`src/rtl/vga_sync_gen_if.sv`:
```
// Pixel-coordinate interface between the raster timing source (master)
// and the text/clock display that consumes it (slave).
interface vga_sync_gen_if;
    logic [9:0] pix_x;
    logic [9:0] pix_y;
    logic       p_tick;
    logic       video_on;
    logic       hsync_n;
    logic       vsync_n;
    logic       frame_start;

    modport master (
        output pix_x, pix_y, p_tick, video_on, hsync_n, vsync_n, frame_start
    );

    modport slave (
        input pix_x, pix_y, p_tick, video_on, hsync_n, vsync_n, frame_start
    );
endinterface

```
`src/rtl/vga_sync_gen.sv`:
```
// VGA raster timing source: pixel-rate divider, h/v counters and sync decode.
// Optional macro SYNC_PIPE_EN delays video_on/hsync_n/vsync_n by one pixel.
module vga_sync_gen #(
    parameter int CLK_DIV   = 4,
    parameter int H_DISPLAY = 640,
    parameter int H_FRONT   = 16,
    parameter int H_SYNC    = 96,
    parameter int H_BACK    = 48,
    parameter int V_DISPLAY = 480,
    parameter int V_FRONT   = 10,
    parameter int V_SYNC    = 2,
    parameter int V_BACK    = 33
) (
    input  logic           clk_i,
    input  logic           rst_ni,
    vga_sync_gen_if.master vga
);
    localparam int H_TOTAL = H_DISPLAY + H_FRONT + H_SYNC + H_BACK;
    localparam int V_TOTAL = V_DISPLAY + V_FRONT + V_SYNC + V_BACK;
    localparam int DIV_W   = $clog2(CLK_DIV);

    localparam logic [DIV_W-1:0] DIV_LAST = DIV_W'(CLK_DIV - 1);
    localparam logic [9:0] H_LAST   = 10'(H_TOTAL - 1);
    localparam logic [9:0] V_LAST   = 10'(V_TOTAL - 1);
    localparam logic [9:0] H_DISP   = 10'(H_DISPLAY);
    localparam logic [9:0] V_DISP   = 10'(V_DISPLAY);
    localparam logic [9:0] HS_START = 10'(H_DISPLAY + H_FRONT);
    localparam logic [9:0] HS_END   = 10'(H_DISPLAY + H_FRONT + H_SYNC - 1);
    localparam logic [9:0] VS_START = 10'(V_DISPLAY + V_FRONT);
    localparam logic [9:0] VS_END   = 10'(V_DISPLAY + V_FRONT + V_SYNC - 1);

    logic [DIV_W-1:0] div_q;
    logic [9:0]       x_q, y_q;
    logic [9:0]       x_nxt, y_nxt;
    logic             tick;
    logic             video_q, hsync_q, vsync_q, frame_q;
    logic             video_d, hsync_d, vsync_d;

    assign tick = (div_q == DIV_LAST);

    always_ff @(posedge clk_i or negedge rst_ni) begin
        if (!rst_ni) begin
            div_q <= '0;
        end else if (tick) begin
            div_q <= '0;
        end else begin
            div_q <= div_q + DIV_W'(1);
        end
    end

    always_comb begin
        x_nxt = x_q + 10'd1;
        y_nxt = y_q;
        if (x_q == H_LAST) begin
            x_nxt = '0;
            y_nxt = (y_q == V_LAST) ? 10'd0 : y_q + 10'd1;
        end
    end

    // Decode from the next counter values so the registered flags line up with pix_x/pix_y.
    always_comb begin
        video_d = (x_nxt < H_DISP) && (y_nxt < V_DISP);
        hsync_d = !((x_nxt >= HS_START) && (x_nxt <= HS_END));
        vsync_d = !((y_nxt >= VS_START) && (y_nxt <= VS_END));
    end

    always_ff @(posedge clk_i or negedge rst_ni) begin
        if (!rst_ni) begin
            x_q     <= '0;
            y_q     <= '0;
            video_q <= 1'b0;
            hsync_q <= 1'b1;
            vsync_q <= 1'b1;
            frame_q <= 1'b0;
        end else begin
            frame_q <= tick && (x_q == H_LAST) && (y_q == V_LAST);
            if (tick) begin
                x_q     <= x_nxt;
                y_q     <= y_nxt;
                video_q <= video_d;
                hsync_q <= hsync_d;
                vsync_q <= vsync_d;
            end
        end
    end

`ifdef SYNC_PIPE_EN
    logic video_p, hsync_p, vsync_p;

    // One-pixel lag to match the registered font ROM and colour stage downstream.
    always_ff @(posedge clk_i or negedge rst_ni) begin
        if (!rst_ni) begin
            video_p <= 1'b0;
            hsync_p <= 1'b1;
            vsync_p <= 1'b1;
        end else if (tick) begin
            video_p <= video_q;
            hsync_p <= hsync_q;
            vsync_p <= vsync_q;
        end
    end

    assign vga.video_on = video_p;
    assign vga.hsync_n  = hsync_p;
    assign vga.vsync_n  = vsync_p;
`else
    assign vga.video_on = video_q;
    assign vga.hsync_n  = hsync_q;
    assign vga.vsync_n  = vsync_q;
`endif

    assign vga.pix_x       = x_q;
    assign vga.pix_y       = y_q;
    assign vga.p_tick      = tick;
    assign vga.frame_start = frame_q;
endmodule

```
`src/flat_wrapper.sv`:
```
// flat-port wrapper written by rule: the top's interface ports become plain ports
module vga_sync_gen_flat 
#(
    parameter int CLK_DIV   = 4,
    parameter int H_DISPLAY = 640,
    parameter int H_FRONT   = 16,
    parameter int H_SYNC    = 96,
    parameter int H_BACK    = 48,
    parameter int V_DISPLAY = 480,
    parameter int V_FRONT   = 10,
    parameter int V_SYNC    = 2,
    parameter int V_BACK    = 33
)
  (clk_i, rst_ni, vga_pix_x, vga_pix_y, vga_p_tick, vga_video_on, vga_hsync_n, vga_vsync_n, vga_frame_start);
  vga_sync_gen_if vga_i ();
  input  logic clk_i;
  input  logic rst_ni;
  output wire logic [$bits(vga_i.pix_x)-1:0] vga_pix_x;
  output wire logic [$bits(vga_i.pix_y)-1:0] vga_pix_y;
  output wire logic [$bits(vga_i.p_tick)-1:0] vga_p_tick;
  output wire logic [$bits(vga_i.video_on)-1:0] vga_video_on;
  output wire logic [$bits(vga_i.hsync_n)-1:0] vga_hsync_n;
  output wire logic [$bits(vga_i.vsync_n)-1:0] vga_vsync_n;
  output wire logic [$bits(vga_i.frame_start)-1:0] vga_frame_start;
  assign vga_pix_x = vga_i.pix_x;
  assign vga_pix_y = vga_i.pix_y;
  assign vga_p_tick = vga_i.p_tick;
  assign vga_video_on = vga_i.video_on;
  assign vga_hsync_n = vga_i.hsync_n;
  assign vga_vsync_n = vga_i.vsync_n;
  assign vga_frame_start = vga_i.frame_start;
  vga_sync_gen #(.CLK_DIV(CLK_DIV), .H_DISPLAY(H_DISPLAY), .H_FRONT(H_FRONT), .H_SYNC(H_SYNC), .H_BACK(H_BACK), .V_DISPLAY(V_DISPLAY), .V_FRONT(V_FRONT), .V_SYNC(V_SYNC), .V_BACK(V_BACK)) u_core (.clk_i(clk_i), .rst_ni(rst_ni), .vga(vga_i));
endmodule
```
`config.mk`:
```
export PLATFORM = sky130hd
export DESIGN_NAME = vga_sync_gen_flat
export DESIGN_NICKNAME = d
export VERILOG_FILES = /design/src/rtl/vga_sync_gen_if.sv /design/src/rtl/vga_sync_gen.sv /design/src/flat_wrapper.sv
export SDC_FILE = /design/constraint.sdc
export NUM_CORES = 1
export LEC_CHECK = 0
export BUFFER_PORTS_ARGS = -buffer_cell sky130_fd_sc_hd__buf_2
export CAP_MARGIN = 20
export CORE_MARGIN = 1.5
export CORE_UTILIZATION = 40
export DETAILED_ROUTE_END_ITERATION = 8
export HOLD_SLACK_MARGIN = 0.1
export PLACE_DENSITY = 0.58
export SETUP_SLACK_MARGIN = 0.5
export SKIP_LAST_GASP = 1
export SYNTH_ARGS = -nofsm -noshare
export SYNTH_HDL_FRONTEND = slang
export SYNTH_SLANG_ARGS = --single-unit
```
`constraint.sdc`:
```
create_clock -name clk_i -period 2.4 [get_ports clk_i]
set_input_delay 0.24 -clock clk_i [delete_from_list [all_inputs] [get_ports clk_i]]
set_output_delay 0.24 -clock clk_i [all_outputs]
set_load 0.005 [all_outputs]
```
==> results of run 1 <==
state kept, by name (all words and copies together), names as in the netlist:
signal / count
u_core.vga.frame_start: 1
u_core.vga.vsync_n: 1
u_core.div_q: 2
u_core.vga.hsync_n: 1
u_core.vga.pix_x: 10
u_core.vga.video_on: 1
u_core.vga.pix_y: 10
worst max path at each step:
stage	start	end	slack [ns]
after global routing	u_core.vga.pix_x[7]	u_core.vga.video_on	0.30
after global placement	u_core.vga.pix_x[1]	u_core.vga.video_on	0.31
after floorplan	u_core.vga.pix_x[5]	u_core.vga.video_on	0.32
final	u_core.vga.pix_x[7]	u_core.vga.video_on	0.39
after CTS	u_core.vga.pix_x[7]	u_core.vga.video_on	0.40
after detailed placement	u_core.vga.pix_x[1]	u_core.vga.video_on	0.21
what timing repair did:
action                                  4_1_cts  5_1_grt
resized for setup                             5       10
setup buffers                                 7        3
pin swaps                                     3        3
hold buffers                                  1        0
endpoints found under the setup margin       14       10
endpoints found under the hold margin        24        0
kinds of logic after synthesis:
family	share of synthesized area (%)
AND/OR/NAND/NOR	29.0
AO/OA/AOI/OAI	18.4
flip-flops	40.4
buffers and inverters	2.79
XOR/XNOR	4.34
adder cells (fa/ha/maj)	3.87
multiplexers	1.24
where the power goes:
group	total, mW	leakage [nW]	switching, mW	internal [mW]
sequential	0.438	0.330	0	0.438
combinational	0.00996	0.539	0.00832	0.00164
clock	0.288	0.0288	0.141	0.147
total	0.735	0.898	0.149	0.586
cell type report:
cell class                      count  area share [%]
Multi-Input combinational cell    143            47.9
Timing Repair Buffer               45            13.5
Tap cell                           48            2.91
Inverter                            6            1.09
Sequential cell                    26            31.9
Clock buffer                        4            2.67
critical path, delay by kind of cell (launching register included):
kind | cells | cell delay (ns)
flip-flops | 1 | 0.40
AO/OA/AOI/OAI | 4 | 0.66
AND/OR/NAND/NOR | 2 | 0.87
metrics by stage:
stage | std cells | worst slack [ns] | hold WS [ns]
after CTS | 269 | 0.404 | 0.440
final | 272 | 0.389 | 0.432
after global placement | 257 | 0.305 | 0.272
after floorplan | 179 | 0.320 | -0.0556
after global routing | 272 | 0.298 | 0.451
after detailed placement | 257 | 0.209 | 0.281
placed cells by master, fill, tap and decap left out, drive strengths merged, types with 2 or more instances in the layout:
cell and count:
inv 6, or2 3, nand3b 2, nand2b 3, and2 2, o41ai 3, and4 3, nand3 10
xnor2 6, and3 4, clkbuf 4, xor2 2, nand2 20, a41oi 2, dfstp 2, mux2i 2
a31oi 4, ha 5, nand4 5, o31ai 6, o21ai 14, dfrtp 24, or3 3, and3b 2
nor2 16, buf 44, a21o 2, a21oi 9, nor3 5
routing by layer:
layer / up-vias / global-route usage, % / routed length (um)
met5: - / 0 / 0
met4: 0 / 9.95 / 130
met3: 13 / 2.87 / 123
met2: 39 / 37.1 / 2160
met1: 729 / 25.1 / 1730
li1: 749 / - / -
==> flow_summary.yaml, run 1 <==
outcome:
  outcome: "finished, final reports clean"
drt:
  wl_per_cell_um: 15.2
  drt_iter0_markers: 113
  drc_errors: 0
  firstDrtPassIters: 4
  ant_nets: 0
  routed_wl_um: 4140
  viasPerCell: 5.63
  vias: 1530
die:
  die_area_mm2: 0.00443
  rows: 22
  floorplan.initialDensity_pct: 42.8
  core_mm2: 0.00377
  die_w_um: 66.5
  num_io_pins: 27
  die_h_um: 66.5
timing:
  slew_headroom_pct: 61.5
  setup-violations-final: 0
  worst-slew-pin-transition_ns: 0.578
  timing.setup.tns_ns: 0
  fin_worst_skew_ns: 0.00351
  fmax_mhz: 497
  hold_viol_final: 0
  rsz0062_at_grt: "true"
  slew_violations: 0
  min_period_ns: 2.01
  post-route-period-util_pct: 83.8
clocking:
  ctsRootBufferMaster: "clkbuf_8"
  htreeDepth: 1
  clock_path_buffers: 2
  cts_tree: "built"
  clk_pin_slew_ns: 0.09
  clock-sinks: 26
  clock_latency_ns: 0.28
  cts_buffers: 3
placement:
  dp_hpwl_um: 2990
  gp_congestion: 0.935
  portBuffers: 26
  dpl_cell_area_mm2: 0.00187
yosys:
  yosysMostFrequentCell: "dfrtp_1"
  synth-edff-count: 0
  syn_nets: 186
  synth_ff_type: "dfrtp_1"
  yosysSeqAreaShare_pct: 40.4
  syn_area_per_cell_um2: 9.02
  synth_area_leaders: "dfrtp_1, nand2_1, o21ai_0"
  ys_warn_count: 0
  synthArstFlopShare_pct: 100
  yosysTopAreaCell: "dfrtp_1"
  synth_common_cells: "dfrtp_1, nand2_1, nor2_1"
  synth_top_area_share_pct: 37.2
  synth_cell_types: 46
  netlist_area_mm2: 0.00162
  synth_seq_cells: 26
  synthesis.instances: 179
setup_path:
  crit_path_end_kind: "register"
  cp_slowest_stage_delay_ns: 0.44
  cpMaxStageDelayCell: "or3_4"
  reg2reg_slack_ns: 0.39
  cp.required_ns: 2.58
  rr_endpoint: "u_core.vga.video_on"
  startpoint_type: "register"
  r2r_start: "u_core.vga.pix_x[7]"
  critPathMaxFanout: 5
  cp.arrival_ns: 2.19
  crit_path_cell_trace: "or3_4, or3_4, a21boi_2, o22a_1, a21oi_1, o41ai_2"
  reg2regPathDepth: 6
  crit_path_frequent_cell: "or3_4"
  path_class: "register to register"
pwr:
  powerDensity_mw_per_mm2: 357
  power.total_uw: 735
  cellLeakagePower_nw: 0.898
  vdd_ir_drop_max_v: 0.000261
layout:
  fillers: 361
  area_growth_pct: 27.7
  final_util_pct: 54.7
  n_antenna_cell: 0
  drive_above_1_share_pct: 32.6
  multi_input_area_um2: 987
  design_area_mm2: 0.00206
  layout.nets: 232
  seqCellArea_um2: 658
hold_path:
  worstHoldPathCells: 1
  hold_class: "register to register"
  hold_end: "u_core.div_q[0]"
  min_from: "u_core.div_q[0]"
global_route:
  grt_overflow: 0
  grtUsageTotal_pct: 21.1
  grt_pass1_vias: 1511
  grt_start_max_net_pins: 27
  grt_pass1_wl_um: 7070
  antenna_found_initial: 0
flow_run:
  max_cap_viol_count: 0
Note: power is estimated with default switching activity, not from simulation.
==> run 2, diff against run 1 <==
clock period = 1.9 ns   (was 2.4 ns; I/O delays follow)
==> run 2 against run 1 <==
  * The flow now finishes with violations (setup timing)
  * Worst hold slack improved by 0.016 ns
  * Combinational power is 30% higher
  * Setup slack got worse by 0.54 ns
  * Sequential power rose by 26%
  * Final area increased by 22%
  * Via count increased by 14%
  * Critical endpoint unchanged
  * Highest routed layer unchanged
==> flow_summary.yaml, run 2 (same netlist as run 1, synthesis figures left out) <==
layout:
  drive_above_1_share_pct: 48.8
  final_common_cell: "buf_4"
  final_util_pct: 66.5
  area_growth_pct: 55.3
  layout.nets: 262
  n_antenna_cell: 0
  layout_common_cells: "buf_4, buf_2, dfrtp_1"
setup_path:
  startpoint_type: "register"
  cp.required_ns: 2.07
  cp.arrival_ns: 2.23
  path_class: "register to register"
  crit_path_cell_trace: "or3_4, buf_6, or2_4, a21o_1, a21oi_2, a21oi_2, o41ai_2"
  crit_path_end_kind: "register"
  critPathMaxFanout: 3
  cp_slowest_stage_delay_ns: 0.42
  crit_path_frequent_cell: "a21oi_2"
  cpMaxStageDelayCell: "or3_4"
die:
  floorplan.initialDensity_pct: 42.8
  rows: 22
  die_w_um: 66.5
  num_io_pins: 27
  die_area_mm2: 0.00443
  core_mm2: 0.00377
  die_h_um: 66.5
clocking:
  clock_latency_ns: 0.27
  cts_buffers: 3
  clock_path_buffers: 2
  htreeDepth: 1
  ctsRootBufferMaster: "clkbuf_8"
  clk_pin_slew_ns: 0.09
  clock-sinks: 26
  cts_tree: "built"
pwr:
  power.total_mw: 1.02
  comb_power_share_pct: 1.3
  vdd_ir_drop_max_v: 0.000221
  p_seq_share_pct: 54.1
  power_frac_clock_pct: 44.6
  cellLeakagePower_nw: 1.11
  p_sw_uw: 185
  powerDensity_mw_per_mm2: 407
  p_int_uw: 837
  switching_share_pct: 18.1
placement:
  dp_hpwl_um: 3410
  gp_congestion: 0.881
  portBuffers: 26
drt:
  routed_wl_um: 5100
  ant_nets: 0
  firstDrtPassIters: 4
  drc_errors: 0
  viasPerCell: 5.78
  drt_iter0_markers: 116
  vias: 1747
  wl_per_cell_um: 16.9
timing:
  rsz0062_at_grt: "true"
  fin_worst_skew_ns: 0.00490
  timing.setup.tns_ns: -0.370
  worst-slew-pin-transition_ns: 0.594
  setup-violations-final: 5
  slew_violations: 0
  fmax_mhz: 487
  min_period_ns: 2.05
  slew_headroom_pct: 60.4
  post-route-period-util_pct: 108
  hold_viol_final: 0
  layout_setup_ws_ns: -0.155
global_route:
  grt_overflow: 0
  grtUsageTotal_pct: 24.7
  antenna_found_initial: 0
  grt_pass1_vias: 1828
  grt_start_max_net_pins: 27
  grt_pass1_wl_um: 8350
outcome:
  outcome: "finished with violations"
  violations: "setup timing"
flow_run:
  max_cap_viol_count: 0
hold_path:
  hold_class: "input port to async pin"
## run 2: changes by cell type in the layout (fill, tap and decap cells not counted), moves of 4 or more
cell,change
o21ai_2,+5
buf_4,+21
a21oi_1,-4
o21ai_0,-7
a21oi_2,+4
buf_6,+7
## run 2: path summary, 6_finish.rpt
check                                          from  depth (start not counted)                  end  slack [ns]
worst min-delay path                         rst_ni                          2  u_core.vga.pix_x[2]        0.45
worst min register to register   u_core.vga.hsync_n                          2   u_core.vga.hsync_n        0.49
max in group asynchronous                    rst_ni                          2  u_core.vga.pix_x[1]        1.03
min in group clk_i               u_core.vga.hsync_n                          2   u_core.vga.hsync_n        0.49
worst max-delay path            u_core.vga.pix_x[7]                          7  u_core.vga.video_on       -0.15
worst max register to register  u_core.vga.pix_x[7]                          7  u_core.vga.video_on       -0.15
## run 2: power by group through the flow
stage	registers [mW]	logic, mW	clock network (mW)
floorplan	0.564	0.000000308	0
global placement	0.564	0.0127	0
detailed placement	0.564	0.0124	0
CTS	0.553	0.0140	0.467
global route	0.553	0.0157	0.488
finish	0.553	0.0129	0.456
## run 2: final cells by class
cell class | count | area [um2]
well taps | 48 | 60.1
clock inverters | 1 | 30.0
inverters | 6 | 22.5
clock buffers | 3 | 41.3
multi-input cells | 144 | 1160
flip-flops and latches | 26 | 656
repair buffers | 74 | 536
fillers | 294 | 1260
## run 2: worst max-delay path, delay by kind of cell, from the launching register on
kind,cells,cell delay (ns)
flip-flops,1,0.40
buffers and inverters,1,0.14
AO/OA/AOI/OAI,4,0.76
AND/OR/NAND/NOR,2,0.67
## run 2: per-layer routing
metal  wire (um)  part of all wire, %  track usage, %
met2        2640                   52            44.0
met5           0                    0               0
met1        2090                   41            28.8
met3         228                  4.5            3.04
met4         144                  2.8            13.0
## run 2: timing repair
action | in CTS | in global routing
pin swaps | 23 | 10
setup buffers | 9 | 4
resized for setup | 44 | 19
hold endpoints to repair | 24 | 0
cloned | 1 | 0
hold buffers | 1 | 0
setup endpoints to repair | 20 | 25
## run 2: through the flow
step                hold WS, ns  instances  setup slack (ns)  cell area, um2
global route              0.509        302            -0.216            2510
global placement          0.239        283           -0.0982            2070
detailed placement        0.232        283            -0.115            2070
floorplan                -0.106        179            -0.179            1660
finish                    0.448        302            -0.155            2510
CTS                       0.451        298            -0.121            2390
